<file path="src/rtl/dyt_fetch_unit_pkg.sv">
// Shared types for the instruction-fetch stage: word type, fetch FSM states,
// the bubble encoding and the instruction/PC packet carried through the skid.
package dyt_fetch_unit_pkg;

   typedef logic [31:0] word_t;

   typedef enum logic [1:0] {
      IDLE  = 2'd0,
      BUSY  = 2'd1,
      DRAIN = 2'd2
   } fetch_state_t;

   localparam word_t NOP_INSTR = 32'h0000_0013;
   localparam word_t PC_STEP   = 32'd4;

   typedef struct packed {
      word_t instr;
      word_t pc;
   } fetch_pkt_t;

   function automatic word_t align_word(input word_t a);
      return {a[31:2], 2'b00};
   endfunction

endpackage

</file>
<file path="src/rtl/dyt_fetch_skid.sv">
// One-entry skid buffer holding a fetched instruction/PC pair while ID stalls.
// Flush wins over push; a push together with a pop reloads the entry.
module dyt_fetch_skid
   import dyt_fetch_unit_pkg::*;
(
   input  logic       clk,
   input  logic       rst,
   input  logic       push_i,
   input  logic       pop_i,
   input  logic       flush_i,
   input  fetch_pkt_t pkt_i,
   output fetch_pkt_t pkt_o,
   output logic       full_o
);

   fetch_pkt_t pkt_q;
   logic       full_q;

   always_ff @(posedge clk or posedge rst) begin
      if (rst) begin
         full_q <= 1'b0;
         pkt_q  <= '0;
      end else if (flush_i) begin
         full_q <= 1'b0;
      end else if (push_i) begin
         full_q <= 1'b1;
         pkt_q  <= pkt_i;
      end else if (pop_i) begin
         full_q <= 1'b0;
      end
   end

   assign pkt_o  = pkt_q;
   assign full_o = full_q;

endmodule

</file>
<file path="src/rtl/dyt_fetch_unit.sv">
// Instruction-fetch stage: owns the PC, issues word reads over a ren/ready
// handshake and drives the registered IF/ID latch inputs with a one-entry skid.
//
//   state | meaning
//   IDLE  | no request outstanding; issues from pc once the skid is empty
//   BUSY  | request at imem_addr_o outstanding; deliveries go to output or skid
//   DRAIN | request outstanding but its response is stale and will be dropped
module dyt_fetch_unit
   import dyt_fetch_unit_pkg::*;
#(
   parameter word_t RESET_PC  = 32'h0000_0000,
   parameter word_t NOP_INSTR = dyt_fetch_unit_pkg::NOP_INSTR
) (
   input  logic        clk,
   input  logic        rst,
   output logic        imem_ren_o,
   output logic [31:0] imem_addr_o,
   input  logic [31:0] imem_rdata_i,
   input  logic        imem_ready_i,
   input  logic        stall_i,
   input  logic        redirect_i,
   input  logic [31:0] redirect_pc_i,
   output logic [31:0] ifid_instruction_o,
   output logic [31:0] ifid_pc_o,
   output logic        ifid_valid_o
);

   fetch_state_t state_q;
   word_t        pc_q;
   word_t        addr_q;
   word_t        instr_q;
   word_t        opc_q;
   logic         ren_q;
   logic         valid_q;

   word_t        redir_pc;
   word_t        next_addr;
   fetch_pkt_t   dlv_pkt;
   fetch_pkt_t   skid_pkt;
   logic         dlv;
   logic         advance;
   logic         skid_full;
   logic         skid_push;
   logic         skid_pop;
   logic         skid_full_d;

   assign redir_pc  = align_word(redirect_pc_i);
   assign next_addr = addr_q + PC_STEP;
   assign dlv_pkt   = '{instr: imem_rdata_i, pc: addr_q};

   // A response only counts as a delivery when it is not being redirected away.
   assign dlv       = (state_q == BUSY) && imem_ready_i && !redirect_i;
   assign advance   = valid_q && !stall_i;
   assign skid_push = dlv && valid_q && stall_i;
   assign skid_pop  = advance && skid_full && !redirect_i;
   assign skid_full_d = !redirect_i && (skid_push || (skid_full && !skid_pop));

   dyt_fetch_skid u_skid (
      .clk     (clk),
      .rst     (rst),
      .push_i  (skid_push),
      .pop_i   (skid_pop),
      .flush_i (redirect_i),
      .pkt_i   (dlv_pkt),
      .pkt_o   (skid_pkt),
      .full_o  (skid_full)
   );

   always_ff @(posedge clk or posedge rst) begin
      if (rst) begin
         state_q <= IDLE;
         pc_q    <= RESET_PC;
         addr_q  <= RESET_PC;
         ren_q   <= 1'b0;
         instr_q <= NOP_INSTR;
         opc_q   <= RESET_PC;
         valid_q <= 1'b0;
      end else begin
         case (state_q)
            IDLE: begin
               if (redirect_i) begin
                  pc_q <= redir_pc;
               end else if (!skid_full) begin
                  addr_q  <= pc_q;
                  ren_q   <= 1'b1;
                  state_q <= BUSY;
               end
            end
            BUSY: begin
               if (redirect_i) begin
                  pc_q <= redir_pc;
                  if (imem_ready_i) begin
                     ren_q   <= 1'b0;
                     state_q <= IDLE;
                  end else begin
                     state_q <= DRAIN;
                  end
               end else if (imem_ready_i) begin
                  pc_q <= next_addr;
                  if (skid_full_d) begin
                     ren_q   <= 1'b0;
                     state_q <= IDLE;
                  end else begin
                     addr_q <= next_addr;
                  end
               end
            end
            DRAIN: begin
               if (redirect_i) pc_q <= redir_pc;
               if (imem_ready_i) begin
                  ren_q   <= 1'b0;
                  state_q <= IDLE;
               end
            end
            default: begin
               ren_q   <= 1'b0;
               state_q <= IDLE;
            end
         endcase

         // Redirect kills the output slot even while ID is stalling.
         if (redirect_i) begin
            valid_q <= 1'b0;
            instr_q <= NOP_INSTR;
         end else if (advance) begin
            if (skid_full) begin
               valid_q <= 1'b1;
               instr_q <= skid_pkt.instr;
               opc_q   <= skid_pkt.pc;
            end else if (dlv) begin
               valid_q <= 1'b1;
               instr_q <= dlv_pkt.instr;
               opc_q   <= dlv_pkt.pc;
            end else begin
               valid_q <= 1'b0;
               instr_q <= NOP_INSTR;
            end
         end else if (!valid_q && dlv) begin
            valid_q <= 1'b1;
            instr_q <= dlv_pkt.instr;
            opc_q   <= dlv_pkt.pc;
         end
      end
   end

   assign imem_ren_o         = ren_q;
   assign imem_addr_o        = addr_q;
   assign ifid_instruction_o = instr_q;
   assign ifid_pc_o          = opc_q;
   assign ifid_valid_o       = valid_q;

endmodule

</file>
<file path="config.mk">
export PLATFORM = sky130hd
export DESIGN_NAME = dyt_fetch_unit
export DESIGN_NICKNAME = d
export VERILOG_FILES = /design/src/rtl/dyt_fetch_unit_pkg.sv /design/src/rtl/dyt_fetch_skid.sv /design/src/rtl/dyt_fetch_unit.sv
export SDC_FILE = /design/constraint.sdc
export NUM_CORES = 1
export LEC_CHECK = 0
export CORE_MARGIN = 8
export CORE_UTILIZATION = 53
export CTS_BUF_LIST = sky130_fd_sc_hd__clkbuf_16
export DETAILED_ROUTE_END_ITERATION = 8
export HOLD_SLACK_MARGIN = 0.03
export PLACE_DENSITY_LB_ADDON = 0.15
export SLEW_MARGIN = 20
export SYNTH_ARGS = -nofsm -noshare
export SYNTH_HDL_FRONTEND = slang
export SYNTH_SLANG_ARGS = --single-unit
</file>
<file path="constraint.sdc">
create_clock -name clk -period 10.05 [get_ports clk]
set_clock_uncertainty 0.15 [all_clocks]
set_input_delay 3.015 -clock clk [delete_from_list [all_inputs] [get_ports clk]]
set_output_delay 3.015 -clock clk [all_outputs]
set_load 0.005 [all_outputs]
</file>
; ---- Word-level counts from Yosys, hierarchy flattened
; Cells that the tools add are included.
[totals]
reg_bits = 197
latchBits = 0
ram_bits = 0
rom_bits = 0
in_bits = 69
output_inout_bits = 98
wordCells = 94
memories = 0
[op_classes]
addsub = 1
multipliers = 0
div = 0
magnitude_cmp = 0
n_eq_ne = 12
n_shift = 0
muxes = 42
bitwise_logic = 1
reduce_logical = 28
[ops]
columns = operator, count
row1 = $mux W32, 17
row2 = $pmux W32 S2, 2
row3 = $add A32 B3 Y32 const B, 1
row4 = $mux W1, 14
row5 = $mux W2, 7
row6 = $ne A2 B2 Y1 const B, 6
row7 = $logic_and A1 B1 Y1, 10
row8 = $ne A3 B3 Y1 const B, 2
row9 = $pmux W2 S3, 1
row10 = $reduce_and A3 Y1, 2
row11 = $reduce_and A6 Y1, 1
row12 = $reduce_bool A2 Y1, 3
row13 = $reduce_bool A3 Y1, 2
row14 = $reduce_and A5 Y1, 1
row15 = $logic_not A1 Y1, 4
row16 = $reduce_and A4 Y1, 1
row17 = $ne A3 B2 Y1 const B, 1
row18 = $pmux W1 S3, 1
row19 = $eq A2 B1 Y1 const B, 1
row20 = $eq A2 B2 Y1 const B, 1
row21 = $logic_not A2 Y1, 1
row22 = $ne A2 B1 Y1 const B, 1
row23 = $reduce_and A2 Y1, 1
row24 = $reduce_or A2 Y1, 1
row25 = other kinds (2), 2

; ---- Longest topological paths before layout
[depth]
depth_word = 12
depth_mapped = 9
ltp_nobuf = 6

; ---- By module
; A second synthesis with hierarchy kept.
[unflattened]
cells_unflattened = 872
hier_area_um2 = 9718.1
[modules_own_cells]
columns = mod, n_inst, cells_each, area_per_inst_um2
row1 = dyt_fetch_unit, 1, 731, 6972.9
row2 = dyt_fetch_skid, 1, 141, 2745.1

; ---- Least setup slack after synthesis
; Ideal clock, no wire load.
[synth_timing]
path_type = input -> register
startpoint = input redirect_i
endpoint = register u_skid.pkt_q (netlist bit u_skid.pkt_o[32])
setup_time_ps = 125
arrival_ps = 4364
required_ps = 9775
setup_slack_ps = 5411
stages = 6
n_path_buf = 2
cell_sequence = buf_2 and2b_1 nand3_2 nor2_4 buf_4 mux2_2
[synth_via]
elab_chain_cells = 5
[synth_lines]
columns = item, line_no
row1 = from (decl), dyt_fetch_unit.sv:21  ; input logic redirect_i,
row2 = $logic_not A1 Y1, dyt_fetch_unit.sv:52  ; assign dlv = (state_q == BUSY) && imem_ready_i && !redirect_i;
row3 = $logic_and A1 B1 Y1, dyt_fetch_unit.sv:52
row4 = $logic_and A1 B1 Y1 (2 in a row), dyt_fetch_unit.sv:54  ; assign skid_push = dlv && valid_q && stall_i;
row5 = $reduce_and A2 Y1 (no line) (*), n/a
row6 = to (signal assigned), dyt_fetch_skid.sv:27  ; pkt_q <= pkt_i;
row7 = to (decl), dyt_fetch_skid.sv:16  ; fetch_pkt_t pkt_q;
; Mark *: on every way between the ends. The rest lies on a longest branch, timed or not.
; A chain may end at the register's enable or synchronous reset.

; ---- Final worst setup path
[layout_timing]
startpoint = input redirect_i
endpoint = register u_skid.pkt_q (netlist bit u_skid.pkt_o[21])
; Same word-level chain as after synthesis.

==> flow_metrics.py <==
metrics = {
    "clocking": {
        "cts_root_buf": "clkbuf_16",
        "path_clk_slew_ns": 0.07,
        "h-tree-depth": 4,
        "numCtsBuffers": 17,
        "postCtsSetupRepairBufs": 0,
        "clkLatencyLatePin_ns": 0.43,
        "ctsResizeCount": 0,
        "clock_path_buffers": 2,
        "cts_sinks": 197,
        "cts_tree": "yes",
        "cts_hold_buf": 0,
    },
    "global_routing": {
        "grt_usage_pct": 20.71,
        "overflow": 0,
        "grt_pass1_wl_mm": 36.80,
        "antenna_found_initial": 0,
        "grt_pass1_vias": 6918,
        "grt_max_degree": 129,
    },
    "drt": {
        "drc": 0,
        "postRouteAntennaNets": 0,
        "vias_per_cell": 5.696,
        "post_drt_wl_per_cell_um": 18.32,
        "drtIter0Drc": 468,
        "first_pass_iters": 5,
        "vias": 6944,
        "wirelength_mm": 22.34,
    },
    "sta": {
        "holdWs_ns": 0.3302,
        "max_slew.worst_pin.slew_ns": 1.003,
        "fin_crit_ns": 6.364,
        "finalCritPeriodShare_pct": 63.33,
        "final-hold-violation-count": 0,
        "rsz0062_at_grt": "false",
        "max_clock_freq_mhz": 157.1,
        "fin_setup_tns_ns": 0,
        "slew_violations": 0,
        "slew_headroom_pct": 33.13,
        "finalSetupViolCount": 0,
        "worst_slack_ns": 3.686,
    },
    "setup_path": {
        "crit_required_ns": 10.21,
        "cp_max_fo": 30,
        "r2r_end": "u_skid.pkt_o[21]$_DFFE_PP0P_",
        "r2r_start": "state_q[0]$_DFFE_PP0P_",
        "r2r_cells": 5,
        "arrival_ns": 6.53,
        "reg2reg_slack_ns": 6.39,
        "critPathKind": "input pin to flop",
        "crit_path_start_kind": "input pin",
        "endpoint_kind": "flop",
    },
    "floorplanning": {
        "die-area_mm2": 0.02199,
        "start_util_pct": 53.83,
        "die_w_um": 148.3,
        "core_mm2": 0.01724,
        "fp.dieH_um": 148.3,
        "ioPinCount": 167,
        "num_rows": 48,
    },
    "power_and_ir_drop": {
        "swShare_pct": 29.64,
        "total_power_w": 0.002424,
        "max-vdd-ir-drop_mv": 0.1317,
        "clockPowerShare_pct": 29.8,
        "pwr-share-seq_pct": 45.7,
        "internal_power_w": 0.001706,
        "comb_power_share_pct": 24.5,
        "p_leak_nw": 5.400,
        "power.switching_w": 0.0007186,
        "p_per_area_mw_per_mm2": 209.3,
    },
    "worst_hold_path": {
        "worstHoldEndpoint": "pc_q[8]$_DFFE_PP0P_",
        "holdPathStages": 1,
        "hp-class": "flop to flop",
        "min_from": "pc_q[8]$_DFFE_PP0P_",
    },
    "finish": {
        "nNetsFinal": 1051,
        "stdcell_area_mm2": 0.01158,
        "fill_cells": 1394,
        "multiInputGateArea_mm2": 0.004006,
        "syn2layout_area_growth_pct": 24.87,
        "n_antenna_cell": 0,
        "drive_gt1_share_pct": 12.88,
        "seqCellArea_mm2": 0.004933,
    },
    "placement": {
        "port_buffers": 164,
        "place.gp.congestion": 0.7692,
        "dpl.hpwl_mm": 14.35,
        "dp_worst_setup_slack_ns": 3.222,
        "place_area_mm2": 0.01096,
    },
    "logic_synthesis": {
        "synth_edf_count": 0,
        "synth-main-ff-cell": "dfrtp_1",
        "synthDistinctLibCells": 50,
        "syn_area_mm2": 0.009278,
        "avgSynthCellArea_um2": 10.81,
        "yosysMostFrequentCell": "dfrtp_1",
        "synthArstFlopShare_pct": 100.0,
        "yosys_warnings": 0,
        "ys_ff_latch": 197,
        "synth-seq-area-share_pct": 53.18,
        "yosys-top-cells-area": "dfrtp_1, mux2_2, mux2i_1, nand2_1, o21ai_1",
        "postSynthCellCount": 858,
        "synthTopCellsByCount": "dfrtp_1, nand2_1, mux2_2, mux2i_1, o21ai_1",
        "synth.top_cell.area_share_pct": 52.33,
        "syn_nets": 928,
        "yosysTopAreaCell": "dfrtp_1",
    },
    "outcome": {
        "status": "finished, final reports clean",
    },
    "run": {
        "max-cap-violations": 0,
    },
}
-- power by group through the flow --
stage	logic [W]	clock network (W)	registers, W
3_5_place_dp	0.000600	0	0.00112
3_3_place_gp	0.000590	0	0.00112
5_1_grt	0.000661	0.000763	0.00114
4_1_cts	0.000605	0.000737	0.00111
6_report	0.000594	0.000722	0.00111
2_1_floorplan	0.000333	0	0.00106
-- worst max-delay path, stage by stage --
cell             delay (ns)
clkdlybuf4s50_1        0.39
buf_4                  0.24
and2b_1                0.73
nand3_2                0.59
nor2_4                 0.64
buf_4                  0.47
mux2_2                 0.39
-- metrics by stage --
stage	utilization [%]	std cells
after floorplan	-	858
after global placement	63.58	1187
after detailed placement	63.58	1187
after CTS	67.20	1219
after global routing	67.21	1219
final	67.21	1219
-- worst max-delay path by stage --
stage,from,endpoint,depth (start not counted)
after global placement,redirect_i,u_skid.pkt_o[58]$_DFFE_PP0P_,7
after detailed placement,redirect_i,u_skid.pkt_o[21]$_DFFE_PP0P_,7
after floorplan,rst,ifid_instruction_o[10]$_DFFE_PP0P_,1
after global routing,redirect_i,u_skid.pkt_o[49]$_DFFE_PP0P_,7
after CTS,redirect_i,u_skid.pkt_o[21]$_DFFE_PP0P_,7
final,redirect_i,u_skid.pkt_o[21]$_DFFE_PP0P_,7
-- metal layers --
| metal | part of all wire (%) | track usage [%] | wire length, um | up-vias |
|---|---|---|---|---|
| li1 | - | - | - | 3304 |
| met1 | 45 | 27.51 | 10020 | 3435 |
| met2 | 48 | 33.58 | 10620 | 181 |
| met3 | 6.0 | 4.284 | 1341 | 24 |
| met4 | 1.6 | 6.170 | 355 | 0 |
| met5 | 0 | 0 | 0 | - |
-- flip-flops by register name (all words and copies together), names as in the netlist --
| register | cells |
|---|---|
| u_skid.pkt_o | 64 |
| ifid_instruction_o | 32 |
| ifid_pc_o | 32 |
| imem_addr_o | 32 |
| pc_q | 32 |
| state_q | 2 |
| ifid_valid_o | 1 |
| imem_ren_o | 1 |
| u_skid.full_o | 1 |
-- cells by family (layout without fill, tap and decap cells) --
family,Yosys count,after routing,synth area share (%)
flops,197,197,53.18
mux,138,138,15.82
buf+inv,74,210,3.844
fa+ha+maj,1,1,0.1348
xor+xnor,27,27,2.549
compound gates,219,219,14.28
simple gates,202,202,10.20
-- layout by cell type (no fill, tap or decap), types with 4 or more instances in the layout --
master / netlist / final
a211oi_1: 5 / 5
a21o_1: 6 / 6
a21oi_1: 32 / 32
a22oi_1: 4 / 4
a2bb2oi_1: 15 / 15
a32oi_1: 17 / 17
and3_1: 5 / 5
and4_1: 4 / 4
buf_4: 7 / 10
bufinv_16: 0 / 4
clkbuf_16: 0 / 17
clkdlybuf4s50_1: 0 / 164
dfrtp_1: 194 / 194
inv_1: 4 / 4
inv_6: 0 / 4
mux2_2: 69 / 69
mux2i_1: 69 / 69
nand2_1: 108 / 108
nand3_1: 13 / 13
nand4_1: 8 / 8
nor2_1: 35 / 35
nor3_1: 4 / 4
o21ai_0: 50 / 50
o21ai_1: 61 / 61
o22a_1: 4 / 4
o22ai_1: 16 / 16
xnor2_1: 6 / 6
xor2_1: 21 / 21
-- cell type report --
type	count	share of cell area (%)
clock inverters	15	1.717
inverters	4	0.1944
well taps	225	2.430
clock buffers	17	3.672
repair buffers	174	14.82
flip-flops and latches	197	42.59
multi-input cells	587	34.58
No activity file was read; power rests on OpenSTA's default activity.
==> RTL edit 1 (config.mk and constraints unchanged) <==
Re-encode `fetch_state_t` (3 states) as one-hot, 3 bits wide.
--- a/src/rtl/dyt_fetch_unit_pkg.sv
+++ b/src/rtl/dyt_fetch_unit_pkg.sv
@@ -6,6 +6,6 @@
 
-   typedef enum logic [1:0] {
-      IDLE  = 2'd0,
-      BUSY  = 2'd1,
-      DRAIN = 2'd2
+   typedef enum logic [2:0] {
+      IDLE  = 3'b001,
+      BUSY  = 3'b010,
+      DRAIN = 3'b100
    } fetch_state_t;
Function: no difference found for any inputs over 4 cycles, from zero or initial values and one cycle with rst high; so few cycles prove little.
==> RTL edit 1 against the original RTL <==
Area after synthesis increased by 1.6%. Wire length increased by 3.2%. Power increased by 20%. Worst setup slack improved by 0.80 ns. Register-to-register slack improved by 0.53 ns. Non-clock buffer count decreased by 3. Via count increased by 3.2%. Cell count increased by 2.6%. Combinational power increased by 62%. Cell area increased by 1.5%. Sequential cell count increased by 1. Critical endpoint is now u_skid.pkt_o[25]. Largest power group unchanged.
==> RTL edit 1: results (changes against the original RTL) <==
stage,metric,value,unit,change
drt,Avg Vias per Cell,5.73,,was 5.70
finish,ratio of cells with drive above 1 in the final layout,0.115,,was 0.129
power_and_ir_drop,sw power,994,uW,was 719 uW
placement,GP Congestion,0.788,,was 0.769
power_and_ir_drop,Gate power share,0.331,,was 0.245
run_status,status,"finished, final reports clean",,unchanged
timing,f_max,0.180,GHz,was 0.157 GHz
finish,NumNets Final,1083,,was 1051
placement,dpl ws,4.02,ns,was 3.22 ns
synth,Syn Area/Cell,10.5,um2,was 10.8 um2
global_routing,gr usage total,0.208,,was 0.207
setup_path,worst setup path startpoint,imem_ready_i,,was redirect_i
placement,Post-Place Cells,1219,,was 1187
setup_path,"Arr. time, crit path",5.73,ns,was 6.53 ns
synth,Synth top cells by count,"dfrtp_1, nand2_1, o21ai_0",,"was dfrtp_1, nand2_1, mux2_2, mux2i_1, o21ai_1"
global_routing,met2 usage,0.326,,was 0.336
drt,routed length on met3,1.19,mm,was 1.34 mm
global_routing,vias in the first global route,6870,,was 6918
placement,Placed Area,11100,um2,was 11000 um2
setup_path,Worst R2R End,u_skid.pkt_o[25],,was u_skid.pkt_o[21]
global_routing,grt met3 use,0.0349,,was 0.0428
power_and_ir_drop,P_clk,715,uW,was 722 uW
drt,drt initial violations,460,,was 468
synth,Synth Net Count,964,,was 928
power_and_ir_drop,Leak,0.00547,uW,was 0.00540 uW
global_routing,first-pass GRT wire length,37.2,mm,was 36.8 mm
drt,routed wl met2,10.8,mm,was 10.6 mm
synth,sequential cell area fraction in the yosys report,0.526,,was 0.532
drt,Met1 Routed Length,10.9,mm,was 10.0 mm
placement,HPWL after detailed placement,15.1,mm,was 14.4 mm
global_routing,met1 Use GR,0.294,,was 0.275
synth,ranking of synthesized cells by area,"dfrtp_1, mux2_2, mux2i_1, o21ai_0, nand2_1",,"was dfrtp_1, mux2_2, mux2i_1, nand2_1, o21ai_1"
setup_path,worst reg2reg setup slack,6.92,ns,was 6.39 ns
finish,Ant. Diodes,0,,unchanged
drt,overall routed net length,23.1,mm,was 22.3 mm
finish,Layout Cells excl Fill,1251,,was 1219
timing,Rel. slew slack,0.345,,was 0.331
[RTL edit 1: cell types whose count changed after synthesis, sizes merged, moves of 5 or more]
cell,change
nand2b,+6
o21ai,-23
xor2,-7
a21o,-5
buf,+5
xnor2,+8
a32oi,-16
nor2,+23
a221oi,+15
o22ai,+8
inv,+8
[RTL edit 1: logic make-up (layout without fill, tap and decap cells)]
group / after synthesis / count (layout) / share of synthesized area
AND/OR/NAND/NOR: 240 / 240 / 0.121
XOR/XNOR: 28 / 28 / 0.0260
buffers and inverters: 83 / 215 / 0.0378
multiplexers: 136 / 136 / 0.153
flip-flops: 198 / 198 / 0.526
adder cells (fa/ha/maj): 1 / 1 / 0.00133
AO/OA/AOI/OAI: 208 / 208 / 0.135
[RTL edit 1: how the worst min path moves through the flow]
stage	startpoint	endpoint	slack, ns	cells after the start
final	ifid_pc_o[16]	ifid_pc_o[16]	0.33	2
after detailed placement	ifid_instruction_o[10]	ifid_instruction_o[10]	0.32	2
after global routing	ifid_instruction_o[2]	ifid_instruction_o[2]	0.35	2
after CTS	ifid_pc_o[7]	ifid_pc_o[7]	0.33	2
after floorplan	pc_q[5]	pc_q[5]	0.29	2
after global placement	ifid_pc_o[14]	ifid_pc_o[14]	0.31	2
[RTL edit 1: layout make-up]
class / instances / area, um2
Clock buffer: 17 / 425
Tap cell: 225 / 282
Fill cell: 1391 / 5600
Clock inverter: 15 / 186
Inverter: 12 / 52.6
Sequential cell: 198 / 4960
Multi-Input combinational cell: 613 / 4150
Timing Repair Buffer: 171 / 1690
[RTL edit 1: worst max-delay path: stages]
cell	delay, ns
clkdlybuf4s50_1	0.63
nand2_1	0.24
nor3_4	0.72
buf_4	0.67
mux2_2	0.42
==> RTL edit 2 (config.mk and constraints unchanged) <==
Without the edit above. Make the reset (`rst`) synchronous in 2 clocked blocks.
--- a/src/rtl/dyt_fetch_skid.sv
+++ b/src/rtl/dyt_fetch_skid.sv
@@ -18,3 +18,3 @@
 
-   always_ff @(posedge clk or posedge rst) begin
+   always_ff @(posedge clk) begin
       if (rst) begin
--- a/src/rtl/dyt_fetch_unit.sv
+++ b/src/rtl/dyt_fetch_unit.sv
@@ -68,3 +68,3 @@
 
-   always_ff @(posedge clk or posedge rst) begin
+   always_ff @(posedge clk) begin
       if (rst) begin
Function: differs if rst is asserted again (counterexample within 4 cycles, from zero or initial values and one cycle with rst high); with rst held inactive, the same outputs for 4 cycles.
==> RTL edit 2 against the original RTL <==
Maximum frequency rose by 5.6%. Worst setup slack better by 0.34 ns. Area after synthesis fell by 5.7%. Via count up 20%. Sequential cell count stayed put. Cell area down 5.9%. Synthesized cell count is 28% higher. Die area is 5.1% lower. Non-clock buffer count is 4 higher. Wire length grew 13%. Cell count up 17%. Critical path type unchanged. Largest cell class is now multi-input combinational cells.
Power is not compared: it rests on default switching activity, and its combinational part moved more than twofold at a synthesized area within 25%.
==> RTL edit 2: results (changes against the original RTL) <==
stage,metric,value,unit,change
placement,Post-Place Cells,1391,,was 1187
timing,Rel. slew slack,0.221,,was 0.331
placement,GP Congestion,0.842,,was 0.769
run_status,status,"finished, final reports clean",,unchanged
clock_tree,"Clk pin slew, worst setup/hold paths",0.07,ns,about the same
global_routing,grt ovf,0,,unchanged
finish,ratio of cells with drive above 1 in the final layout,0.0648,,was 0.129
setup_path,CP max FO,42,,was 30
setup_path,"Arr. time, crit path",6.21,ns,was 6.53 ns
finish,filler cell count,1462,,was 1394
synth,Synth async-reset ratio,0,,was 1.00
drt,Pre-antenna DRT Iters,9,,was 5
setup_path,"Largest delay share family, worst path",buffers and inverters,,was simple AND/OR/NAND/NOR gates
global_routing,largest net degree at the start of global routing,65,,was 129
clock_tree,setup bufs post-CTS,0,,unchanged
synth,Synth Net Count,1170,,was 928
finish,NumNets Final,1260,,was 1051
drt,overall routed net length,25.2,mm,was 22.3 mm
drt,vias,8355,,was 6944
global_routing,first-pass GRT wire length,39.8,mm,was 36.8 mm
drt,DR WL/cell,17.7,um,was 18.3 um
global_routing,gr usage total,0.239,,was 0.207
setup_path,Crit-path slowest cell,nor3_4,,was and2b_1
synth,Unique masters post-synth,66,,was 50
clock_tree,number of H-tree levels,4,,unchanged
drt,drt initial violations,662,,was 468
synth,Synth top cells by count,"nand2_1, dfxtp_1, nor2_1",,"was dfrtp_1, nand2_1, mux2_2, mux2i_1, o21ai_1"
synth,Mapped Cells,1100,,was 858
global_routing,initial antenna violation count,1,,was 0
global_routing,vias in the first global route,7658,,was 6918
[RTL edit 2: changes by cell type after synthesis, moves of 34 or more]
cell      unedited run  this run
nand2_1            108       256
a311oi_1             0        35
nor2_1              35       116
mux2_2              69         3
o21ai_1             61         0
mux2i_1             69         3
dfxtp_1              0       197
dfrtp_1            194         0
a21oi_1             32       115
clkbuf_1            38        72
[RTL edit 2: per-layer routing]
metal / vias to the layer above / part of all wire / GRT usage
met5: - / 0.00064 / 0
met4: 2 / 0.020 / 0.0750
met3: 38 / 0.075 / 0.0680
met2: 276 / 0.47 / 0.387
met1: 3976 / 0.43 / 0.300
li1: 4063 / - / -
[RTL edit 2: path summary, 6_finish.rpt]
kind	slack, ns	cells after the start	from	to
min	0.30	2	pc_q[10]	pc_q[10]
min reg2reg	0.30	2	pc_q[10]	pc_q[10]
max	4.03	9	redirect_i	ifid_pc_o[9]
max reg2reg	6.71	7	state_q[0]	ifid_pc_o[9]
[RTL edit 2: final cells by class]
| type | instances | area [um2] | share of cell area |
|---|---|---|---|
| repair buffers | 178 | 1740 | 0.160 |
| clock inverters | 15 | 120 | 0.0110 |
| inverters | 13 | 48.8 | 0.00447 |
| flip-flops and latches | 197 | 3940 | 0.362 |
| clock buffers | 17 | 425 | 0.0390 |
| well taps | 220 | 275 | 0.0252 |
| multi-input cells | 783 | 4350 | 0.399 |
[RTL edit 2: cell families after synthesis]
| logic type | share of synthesized area |
|---|---|
| simple gates | 0.235 |
| xor+xnor | 0.0240 |
| mux | 0.00729 |
| fa+ha+maj | 0.00143 |
| flops | 0.451 |
| compound gates | 0.225 |
| buf+inv | 0.0565 |
[RTL edit 2: worst min-delay path, delay by kind of cell (launching register included)]
family / cells / cell delay (ns)
flops: 1 / 0.31
simple gates: 1 / 0.05
compound gates: 1 / 0.05
[RTL edit 2: per-stage QoR]
stage / setup slack (ns) / utilization / hold slack (ns) / cell area (um2)
2_1_floorplan: 5.37 / - / 0.277 / 8750
3_3_place_gp: 3.67 / 0.633 / 0.283 / 10400
3_5_place_dp: 3.64 / 0.633 / 0.292 / 10400
4_1_cts: 4.10 / 0.667 / 0.300 / 10900
5_1_grt: 3.87 / 0.667 / 0.318 / 10900
6_report: 4.03 / 0.667 / 0.301 / 10900
[RTL edit 2: power breakdown]
part           switching (uW)  total (uW)  internal (uW)
sequential               20.5         816            796
clock                     315         638            323
combinational            71.5         138           66.2
